File: src/rtl/pch_unit.sv
// rtl/pch_unit.sv - program counter high byte with branch page-cross fixup
// PCH loads from the PCHS mux plus low-byte carry; a FIX cycle then nudges it by +/-1.
module pch_unit #(
  parameter logic [7:0] RESET_VALUE = 8'h00
) (
  input  logic       i_clk,
  input  logic       i_reset,
  input  logic       i_clk_en,
  input  logic       i_pch_pch,
  input  logic       i_adh_pch,
  input  logic [7:0] i_adh,
  input  logic       i_pclc,
  input  logic       i_fix_req,
  input  logic       i_fix_dir,
  output logic [7:0] o_pch,
  output logic       o_pchc,
  output logic       o_fix_busy,
  output logic       o_fix_done
);

  typedef enum logic [1:0] {
    ST_IDLE = 2'd0,
    ST_FIX  = 2'd1,
    ST_DONE = 2'd2
  } state_t;

  state_t     state_q, state_d;
  logic [7:0] pch_q, pch_d;
  logic       dir_q, dir_d;
  logic       busy_q, busy_d;
  logic       done_q, done_d;
  logic [7:0] pchs;
  logic [7:0] pchs_inc;

  always_comb begin
    if (i_pch_pch) begin
      pchs = pch_q;
    end else if (i_adh_pch) begin
      pchs = i_adh;
    end else begin
      pchs = 8'h00;
    end
  end

  assign pchs_inc = pchs + {7'd0, i_pclc};
  // Carry out only when the whole 16-bit PC wraps, so it depends on PCHS, not FSM state.
  assign o_pchc   = i_pclc & (pchs == 8'hFF);

  always_comb begin
    state_d = state_q;
    pch_d   = pch_q;
    dir_d   = dir_q;
    busy_d  = busy_q;
    done_d  = done_q;
    case (state_q)
      ST_IDLE, ST_DONE: begin
        pch_d = pchs_inc;
        if (i_fix_req) begin
          dir_d   = i_fix_dir;
          state_d = ST_FIX;
          busy_d  = 1'b1;
          done_d  = 1'b0;
        end else begin
          state_d = ST_IDLE;
          busy_d  = 1'b0;
          done_d  = 1'b0;
        end
      end
      ST_FIX: begin
        // Bus controls and new requests are ignored; only the latched direction matters.
        pch_d   = dir_q ? (pch_q - 8'd1) : (pch_q + 8'd1);
        state_d = ST_DONE;
        busy_d  = 1'b0;
        done_d  = 1'b1;
      end
      default: begin
        state_d = ST_IDLE;
        busy_d  = 1'b0;
        done_d  = 1'b0;
      end
    endcase
  end

  // phi2 latch: state advances on the falling edge.
  always_ff @(negedge i_clk) begin
    if (i_reset) begin
      state_q <= ST_IDLE;
      pch_q   <= RESET_VALUE;
      dir_q   <= 1'b0;
      busy_q  <= 1'b0;
      done_q  <= 1'b0;
    end else if (i_clk_en) begin
      state_q <= state_d;
      pch_q   <= pch_d;
      dir_q   <= dir_d;
      busy_q  <= busy_d;
      done_q  <= done_d;
    end
  end

  assign o_pch      = pch_q;
  assign o_fix_busy = busy_q;
  assign o_fix_done = done_q;

endmodule
File: config.mk
export PLATFORM = sky130hd
export DESIGN_NAME = pch_unit
export DESIGN_NICKNAME = d
export VERILOG_FILES = /design/src/rtl/pch_unit.sv
export SDC_FILE = /design/constraint.sdc
export NUM_CORES = 1
export LEC_CHECK = 0
export ABC_AREA = 1
export CAP_MARGIN = 20
export CORE_MARGIN = 1
export CORE_UTILIZATION = 45
export DETAILED_ROUTE_END_ITERATION = 7
export PLACE_DENSITY = 0.77
export SYNTH_ARGS = -nofsm -noshare
export SYNTH_HDL_FRONTEND = slang
export SYNTH_SLANG_ARGS = --single-unit
export TNS_END_PERCENT = 5
File: constraint.sdc
create_clock -name i_clk -period 3.77 [get_ports i_clk]
set_clock_uncertainty 0.15 [all_clocks]
set_input_delay 0.754 -clock i_clk [delete_from_list [all_inputs] [get_ports i_clk]]
set_output_delay 0.754 -clock i_clk [all_outputs]
set_load 0.01 [all_outputs]
# Yosys cells after proc, flatten, opt, wreduce, memory -nomap -nowiden
# Cells that the tools add are included.
# totals
input_bits,16
regBits,13
word_cells,26
output_inout_bits,11
# op_classes
eq_ne,3
reduce_logical,5
n_mux,9
n_addsub,3
bitwise,1
# ops
operator,count
two-way mux 8 bit,3
one-hot mux 8 bit (2 select lines),1
adder 8 x 1 -> 8 bit,1
"adder 8 x 1 -> 8 bit, second input constant",1
"== test 8 bit, second input constant",1
"subtractor 8 x 1 -> 8 bit, second input constant",1
two-way mux 1 bit,4
one-hot mux 2 bit (2 select lines),1
AND reduction 3 bit,1
"== test 2 x 1 -> 1 bit, second input constant",1
"== test 2 bit, second input constant",1
logical NOT 2 bit,1
AND reduction 2 bit,1
nonzero test 2 bit,1
OR reduction 2 bit,1
AND 1 bit,1

# Longest topological paths before layout
# Gate-level depths: netlist (run 1).
# logic_depth
word_depth,4
depth_mapped,14
depth_no_buf,13

==> run metrics, run 1 <==
leak pwr=0.966 nW; # clock sinks=11; die area=about 2800 um2; remaining global-route overflow=0; slowest stage cell, crit path=dfxtp_2; cell area after synthesis=1160 um2; Rows=18; RSZ-0062 raised after global routing=true; drt pass-1 iters=5; n_diodes=0; Port Buffer Count=26; H-tree levels=1; worst vdd ir=approximately 0.22 mV; Cells after Synth=approximately 190; setup violators final=10; max-cap violation count=0; layout cells sized above 1=33.5%; gr usage total=30.5%; chip width=52.8 um; commonest non-fill, non-tap cell in the layout=nand2_1; initial antenna violation count=0; drt wl/cell=14.4 um; Vias=about 1.6k; Hold Violations, Final=0; final-report max-slew violation count=0; share of the synthesized area in the top cell type=18.9%; Yosys cell types=25; sequential area share after synthesis=around a fifth; post-detailed-placement half-perimeter wirelength=approximately 2600 um; fraction of synthesis flops using an asynchronous set or reset pin=0%; PwrDens=about 260 nW/um2; Clk pin slew, worst setup/hold paths=~50 ps; post-route insts no fill=296; worst hold path type=flip-flop to flip-flop; Detailed Route WL=4250 um; Worst Tran Pin Value=344 ps; Root Driver=clkbuf_4; Post-synth EDFFs=0; IO Pins=27; first-pass GRT wire length=6130 um; most frequent cells in the layout=nand2_1, buf_4, inv_1; CORE AREA=2450 um2; DRT iter0 DRCs=72; maximum root-to-sink buffer count=2; WP data required=2870 ps; Crit. End Element=primary output; leading post-synthesis cells by cell area=dfxtp_1, nand2_1, nand3_1, ha_1, inv_1; Post-DRT Antenna Nets=0; crit-path max FO=3; Nets=292; total CTS buffers=3; Total Neg Setup Slack=-1460 ps; Post-Syn Nets=between 200 and 250; vias in the first global route=between 1k and 1.5k; Critical Path Start Type=flip-flop; dominant synthesized flop cell=dfxtp_1; final worst setup slack=-418 ps; die height=52.8 um; Mapped Avg Cell Area=6.09 um2; Skew-Pair Late Insertion Delay=roughly 360 ps; cell taking the most area after synthesis=dfxtp_1; #FFs+latches synth=11; CP Cell Sequence=inv_2 -> o21ai_4 -> buf_6 -> nand3_4 -> nor4_2 -> buf_2; largest net degree at the start of global routing=13; YS warnings=0; critical path's largest stage delay=approximately 330 ps; area grow syn2layout=60.7%; failing checks=negative setup slack; cell total after placement=274; CP Data Arrival Time=3280 ps; Initial Utilization=47.3%; CTS tree=yes; slew margin rel.=between 70 and 80%; DRC Markers=0; routability cong.=0.860; drt via density=5.48; status=complete, but fails checks; crit path kind=flip-flop to primary output
## synth_stat cells, drive strengths merged, types with 2 or more instances
cell,number
dfxtp,11
a21oi,18
ha,8
a31oi,2
nand3,28
xnor2,3
buf,3
inv,25
nand2,61
o21ai,15
nor2,12
## metal layers
| layer | up-vias | part of all wire (%) | track usage (%) |
|---|---|---|---|
| li1 | 784 | - | - |
| met5 | - | 0 | 0 |
| met2 | 87 | 52 | 54.6 |
| met3 | 11 | 5.9 | 4.35 |
| met1 | 741 | 40 | 32.8 |
| met4 | 0 | 2.4 | 19.7 |
## path summary, 6_finish.rpt
kind	startpoint	endpoint	slack (ps)	depth (start not counted)
max	o_pch[0]	o_pchc	-420	6
min	o_fix_busy	o_fix_busy	450	3
max reg2reg	o_pch[0]	o_pch[6]	1610	12
min reg2reg	o_fix_busy	o_fix_busy	450	3
## state kept, by name, indices dropped and copies added (netlist names)
name	count
o_fix_busy	1
dir_q	1
state_q	1
o_pch	8
## area by class of cell
cell class / count / area (um2)
multi-input cells: 152 / 927
repair buffers: 64 / 515
flip-flops and latches: 11 / 230
clock inverters: 12 / 45.0
fillers: 208 / 587
clock buffers: 3 / 22.5
well taps: 30 / 37.5
inverters: 24 / 90.1
## report_power, final
group	switching (mW)	internal (mW)	total, mW
Sequential	0.00750	0.128	0.135
Clock	0.0813	0.0538	0.135
Combinational	0.112	0.0982	0.211
Total	0.201	0.280	0.481
## metrics by stage
| stage | utilization, % | power [mW] | hold WS (ps) | worst slack [ps] | area [um2] |
|---|---|---|---|---|---|
| after floorplan | - | 0.252 | 362 | -207 | 1180 |
| after global placement | 68.0 | 0.331 | 438 | -724 | 1670 |
| after detailed placement | 68.0 | 0.337 | 450 | -766 | 1670 |
| after CTS | 72.9 | 0.457 | 451 | -399 | 1790 |
| after global routing | 76.1 | 0.506 | 485 | -439 | 1870 |
| final | 76.1 | 0.481 | 445 | -418 | 1870 |
## logic make-up (layout without fill, tap and decap cells)
kind of cell / count (synthesis) / in the layout / synth area share (%)
buffers and inverters: 28 / 103 / 10.7
adder cells (fa/ha/maj): 9 / 9 / 10.3
XOR/XNOR: 3 / 3 / 2.26
AO/OA/AOI/OAI: 37 / 37 / 18.0
AND/OR/NAND/NOR: 103 / 103 / 39.8
flip-flops: 11 / 11 / 18.9
## worst max-delay path, delay by kind of cell (launching register included)
| kind | cells | cell delay, ps |
|---|---|---|
| AO/OA/AOI/OAI | 1 | 170 |
| buffers and inverters | 3 | 350 |
| AND/OR/NAND/NOR | 2 | 180 |
| flip-flops | 1 | 330 |
## repair_timing
item,in CTS,in global routing
endpoints found under the hold margin,0,0
hold buffers,0,0
pin swaps,11,5
endpoints found under the setup margin,19,9
setup buffers,4,4
resized for setup,61,19
No activity file was read; power rests on OpenSTA's default activity.
==> run 2: changes to the inputs <==
--- a/config.mk
+++ b/config.mk
@@ -8,3 +8,3 @@
 export ABC_AREA = 1
-export CAP_MARGIN = 20
+export CAP_MARGIN = 5
 export CORE_MARGIN = 1
==> constraint.sdc (replaced) <==
create_clock -name i_clk -period 3.77 [get_ports i_clk]
set_clock_uncertainty 0.15 [all_clocks]
set_input_delay 1.131 -clock i_clk [delete_from_list [all_inputs] [get_ports i_clk]]
set_output_delay 1.131 -clock i_clk [all_outputs]
set_load 0.01 [all_outputs]
==> run metrics, run 2 (same netlist as run 1, synthesis figures left out) <==
status=complete, but fails checks; failing checks=negative setup slack; Fillers=around 190; CTS tree=yes; Port Buffer Count=26; placed cell areas=1670 um2; die height=52.8 um; total CTS buffers=3; H-tree levels=1; Nets=292; total power=0.494 mW; drt via density=about 5.4; drt wl/cell=14.2 um; vias in the first global route=1,489; drt pass-1 iters=6; WP depth=6; area occupied by multi-input gates=930 um2; Reg2Reg Depth=12; P_int=0.290 mW; setup violators final=20; Crit. End Element=primary output; PwrDens=about 260 nW/um2; dpl ws=-1140 ps; CP Data Arrival Time=3260 ps; RSZ-0062 raised after global routing=true; Post-DRT Antenna Nets=0; area grow syn2layout=66.5%; WP data required=2490 ps; critical path's largest stage delay=340 ps; Sequential cell area=around 230 um2; first-pass GRT wire length=6320 um; fin util=78.8%; DRT iter0 DRCs=49; IO Pins=27; post-route insts no fill=296; WP buf/inv=2; max reg flops=8; CORE AREA=between 2000 and 2500 um2; crit-path max FO=2; Detailed Route WL=4210 um; Root Driver=clkbuf_4; Hold Violations, Final=0; final worst setup slack=-775 ps; sw frac=41.3%; initial antenna violation count=0; post-detailed-placement half-perimeter wirelength=around 2600 um; Clk pin slew, worst setup/hold paths=40 ps; chip width=52.8 um; Worst Tran Pin Value=~340 ps; Reg power frac=27.6%; clock share of power=between 20 and 30%; slew margin rel.=77.1%; die area=2790 um2; layout cells sized above 1=between 30% and 40%; n_diodes=0; CP Cell Sequence=nand2_1 -> nand2_1 -> nand2_2 -> buf_6 -> nor4_2 -> buf_2; remaining global-route overflow=0; DRC Markers=0; largest net degree at the start of global routing=13; commonest non-fill, non-tap cell in the layout=nand2_1; hold depth=3; leak pwr=between 0.9 and 1 nW; most frequent cells in the layout=nand2_1, inv_1, buf_4; maximum root-to-sink buffer count=2; routability cong.=0.860; gr usage total=31.6%; Skew-Pair Late Insertion Delay=between 300 and 400 ps; Comb pwr share=44.9%; max-cap violation count=0; P_sw=0.204 mW; cell total after placement=274; final-report max-slew violation count=0; Critical Path Start Type=flip-flop; Total Neg Setup Slack=-7780 ps; crit path kind=flip-flop to primary output; Rows=18; Initial Utilization=47.3%; worst vdd ir=0.226 mV; post-route cell area=1940 um2; worst hold path type=flip-flop to flip-flop; CP top delay family=simple AND/OR/NAND/NOR gates; Worst path most repeated cell=nand2_1; slowest stage cell, crit path=dfxtp_2; Vias=around 1.6k; # clock sinks=11; Fin Hold WS=447 ps
## run 2: cell count changes in the layout (fill, tap and decap cells not counted)
cell / before / now
nand2_1: 51 / 50
nand2_2: 10 / 11
clkdlybuf4s50_1: 12 / 11
buf_2: 8 / 1
buf_4: 33 / 29
buf_6: 6 / 19
o21ai_0: 10 / 9
dfxtp_2: 8 / 10
dlygate4sd2_1: 4 / 3
o21ai_1: 2 / 3
dfxtp_1: 3 / 1
## run 2: routing by layer
metal / vias up / GRT usage, % / wire length, um
li1: 783 / - / -
met1: 730 / 34.1 / 1660
met2: 78 / 55.5 / 2160
met3: 18 / 5.80 / 271
met4: 0 / 20.2 / 121
met5: - / 0 / 0
## run 2: worst paths after layout
check             startpoint        to  slack (ps)
setup reg to reg    o_pch[0]  o_pch[6]        1570
setup / recovery    o_pch[5]    o_pchc        -770
hold / removal      o_pch[1]  o_pch[1]         450
hold reg to reg     o_pch[1]  o_pch[1]         450
## run 2: power by group through the flow
stage	clock network, mW	logic (mW)	registers (mW)
after detailed placement	0.0196	0.183	0.135
final	0.136	0.222	0.136
after global routing	0.147	0.237	0.137
after CTS	0.132	0.201	0.136
after global placement	0.0196	0.178	0.134
after floorplan	0.0196	0.0909	0.142
## run 2: tightest hold or removal path: cells and delay by family, from the launching register on
kind / cells / cell delay, ps
buffers and inverters: 1 / 120
AND/OR/NAND/NOR: 1 / 60
AO/OA/AOI/OAI: 1 / 60
flip-flops: 1 / 320
## run 2: layout make-up
cell class                      count  share of cell area (%)
Tap cell                           30                    1.94
Inverter                           24                    4.65
Clock buffer                        3                    1.16
Clock inverter                     12                    2.33
Multi-Input combinational cell    152                    48.0
Sequential cell                    11                    12.0
Timing Repair Buffer               64                    29.9
## run 2: repair_timing
| item | in CTS | in global routing |
|---|---|---|
| resized for setup | 84 | 20 |
| endpoints found under the setup margin | 20 | 20 |
| setup buffers | 4 | 4 |
| pin swaps | 11 | 5 |
| hold buffers | 0 | 0 |
==> run 3: changes to the inputs <==
PLACE_DENSITY = 0.76   (was 0.77)
SLEW_MARGIN = 20   (was unset)
clock period = 4.5 ns   (was 3.77 ns; I/O delays follow)
==> run metrics, run 3 (same netlist as run 1, synthesis figures left out) <==
status=complete, but fails checks; failing checks=negative setup slack; post-route insts no fill=294; cell total after placement=273; CTS tree=yes; layout cells sized above 1=33.0%; area grow syn2layout=62.1%; maximum root-to-sink buffer count=2; max reg flops=8; clock share of power=between 20 and 30%; remaining global-route overflow=0; die height=52.8 um; Port Buffer Count=26; Worst path most repeated cell=nand2_2; post-detailed-placement half-perimeter wirelength=2630 um; worst vdd ir=0.279 mV; final worst setup slack=-610 ps; sw frac=39.7%; Critical Path Start Type=flip-flop; Fillers=188; Comb pwr share=between 40 and 50%; Critical path origin=o_pch[3]; max-cap violation count=0; Reg power frac=28.7%; DRT iter0 DRCs=28; fin util=76.8%; Vias=1,548; worst hold path type=flip-flop to flip-flop; total CTS buffers=3; IO Pins=27; Rows=18; Skew-Pair Late Insertion Delay=between 300 and 400 ps; P_int=between 0.2 and 0.25 mW; drt wl/cell=13.3 um; Post-DRT Antenna Nets=0; Hold Violations, Final=0; WP data required=3000 ps; H-tree levels=1; RSZ-0062 raised after global routing=true; crit-path max FO=2; vias in the first global route=1,328; r2r endpoint=o_pch[6]; setup violators final=19; Worst Tran Pin Value=~320 ps; dpl ws=-1010 ps; DRC Markers=0; first-pass GRT wire length=5400 um; R2R setup slack=2410 ps; P_sw=~0.16 mW; total power=~0.40 mW; n_diodes=0; initial antenna violation count=0; Clk pin slew, worst setup/hold paths=around 30 ps; gr usage total=26.3%; leak pwr=0.966 nW; Detailed Route WL=3900 um; Worst Setup EP=o_pchc; PwrDens=approximately 210 nW/um2; slew margin rel.=78.3%; Initial Utilization=between 40% and 50%; crit path kind=flip-flop to primary output; CP Data Arrival Time=3610 ps; Reg2Reg Depth=10; Crit. End Element=primary output; final-report max-slew violation count=0; CP Cell Sequence=nand2_2 -> nand2_2 -> buf_6 -> nand3_2 -> nor4_2 -> buf_2; RR Startpoint=dir_q; most frequent cells in the layout=nand2_1, inv_1, buf_4; # clock sinks=11; routability cong.=0.851; critical path's largest stage delay=340 ps; CORE AREA=2450 um2; die area=between 2000 and 3000 um2; drt via density=5.27; Nets=290; commonest non-fill, non-tap cell in the layout=nand2_1; slowest stage cell, crit path=dfxtp_2; Root Driver=clkbuf_4; largest net degree at the start of global routing=13; chip width=52.8 um; drt pass-1 iters=4
run 3: changes by cell type in the layout (fill, tap and decap cells not counted), sizes merged:
cell,before,now
dlygate4sd2,3,2
clkbuf,4,3
buf,49,47
clkdlybuf4s50,11,13
run 3: worst min-delay path by stage:
stage	start	end	depth (start not counted)
after floorplan	o_pch[1]	o_pch[1]	2
after global placement	o_fix_busy	o_fix_busy	3
after detailed placement	o_pch[1]	o_pch[1]	3
after CTS	o_pch[1]	o_pch[1]	3
after global routing	o_pch[1]	o_pch[1]	3
final	o_pch[1]	o_pch[1]	3
run 3: final cells by class:
class	count	area [um2]	area share (%)
multi-input cells	152	891	47.3
repair buffers	62	566	30.0
inverters	24	90.1	4.78
flip-flops and latches	11	233	12.4
well taps	30	37.5	1.99
clock buffers	3	22.5	1.20
clock inverters	12	45.0	2.39
run 3: repair_timing:
item	4_1_cts	5_1_grt
buffers inserted	0	7
resized for setup	68	21
hold buffers	0	0
hold endpoints to repair	0	0
pin swaps	3	7
endpoints found under the setup margin	19	19
run 3: worst max-delay path: cells and delay by family, from the launching register on:
| kind | cells | cell delay (ps) |
|---|---|---|
| buffers and inverters | 2 | 260 |
| flip-flops | 1 | 340 |
| AND/OR/NAND/NOR | 4 | 430 |
run 3: stage by stage:
step	hold WS [ps]	TNS [ps]	instance area, um2
floorplan	362	-3000	1180
global placement	439	-9780	1660
detailed placement	449	-10220	1660
CTS	442	-4410	1760
global route	473	-6240	1880
finish	439	-5310	1880
run 3: power groups by stage:
stage               clock (mW)  combinational (mW)  sequential (mW)
floorplan               0.0164              0.0761            0.119
global placement        0.0164               0.148            0.112
detailed placement      0.0164               0.152            0.112
CTS                      0.111               0.157            0.113
global route             0.124               0.191            0.114
finish                   0.108               0.176            0.114
run 3: per-layer routing:
layer | share of wire [%] | vias up | GRT usage, %
li1 | - | 780 | -
met2 | 52 | 55 | 44.3
met1 | 42 | 707 | 31.7
met5 | 0 | - | 0
met4 | 1.7 | 0 | 13.2
met3 | 4.4 | 6 | 4.35
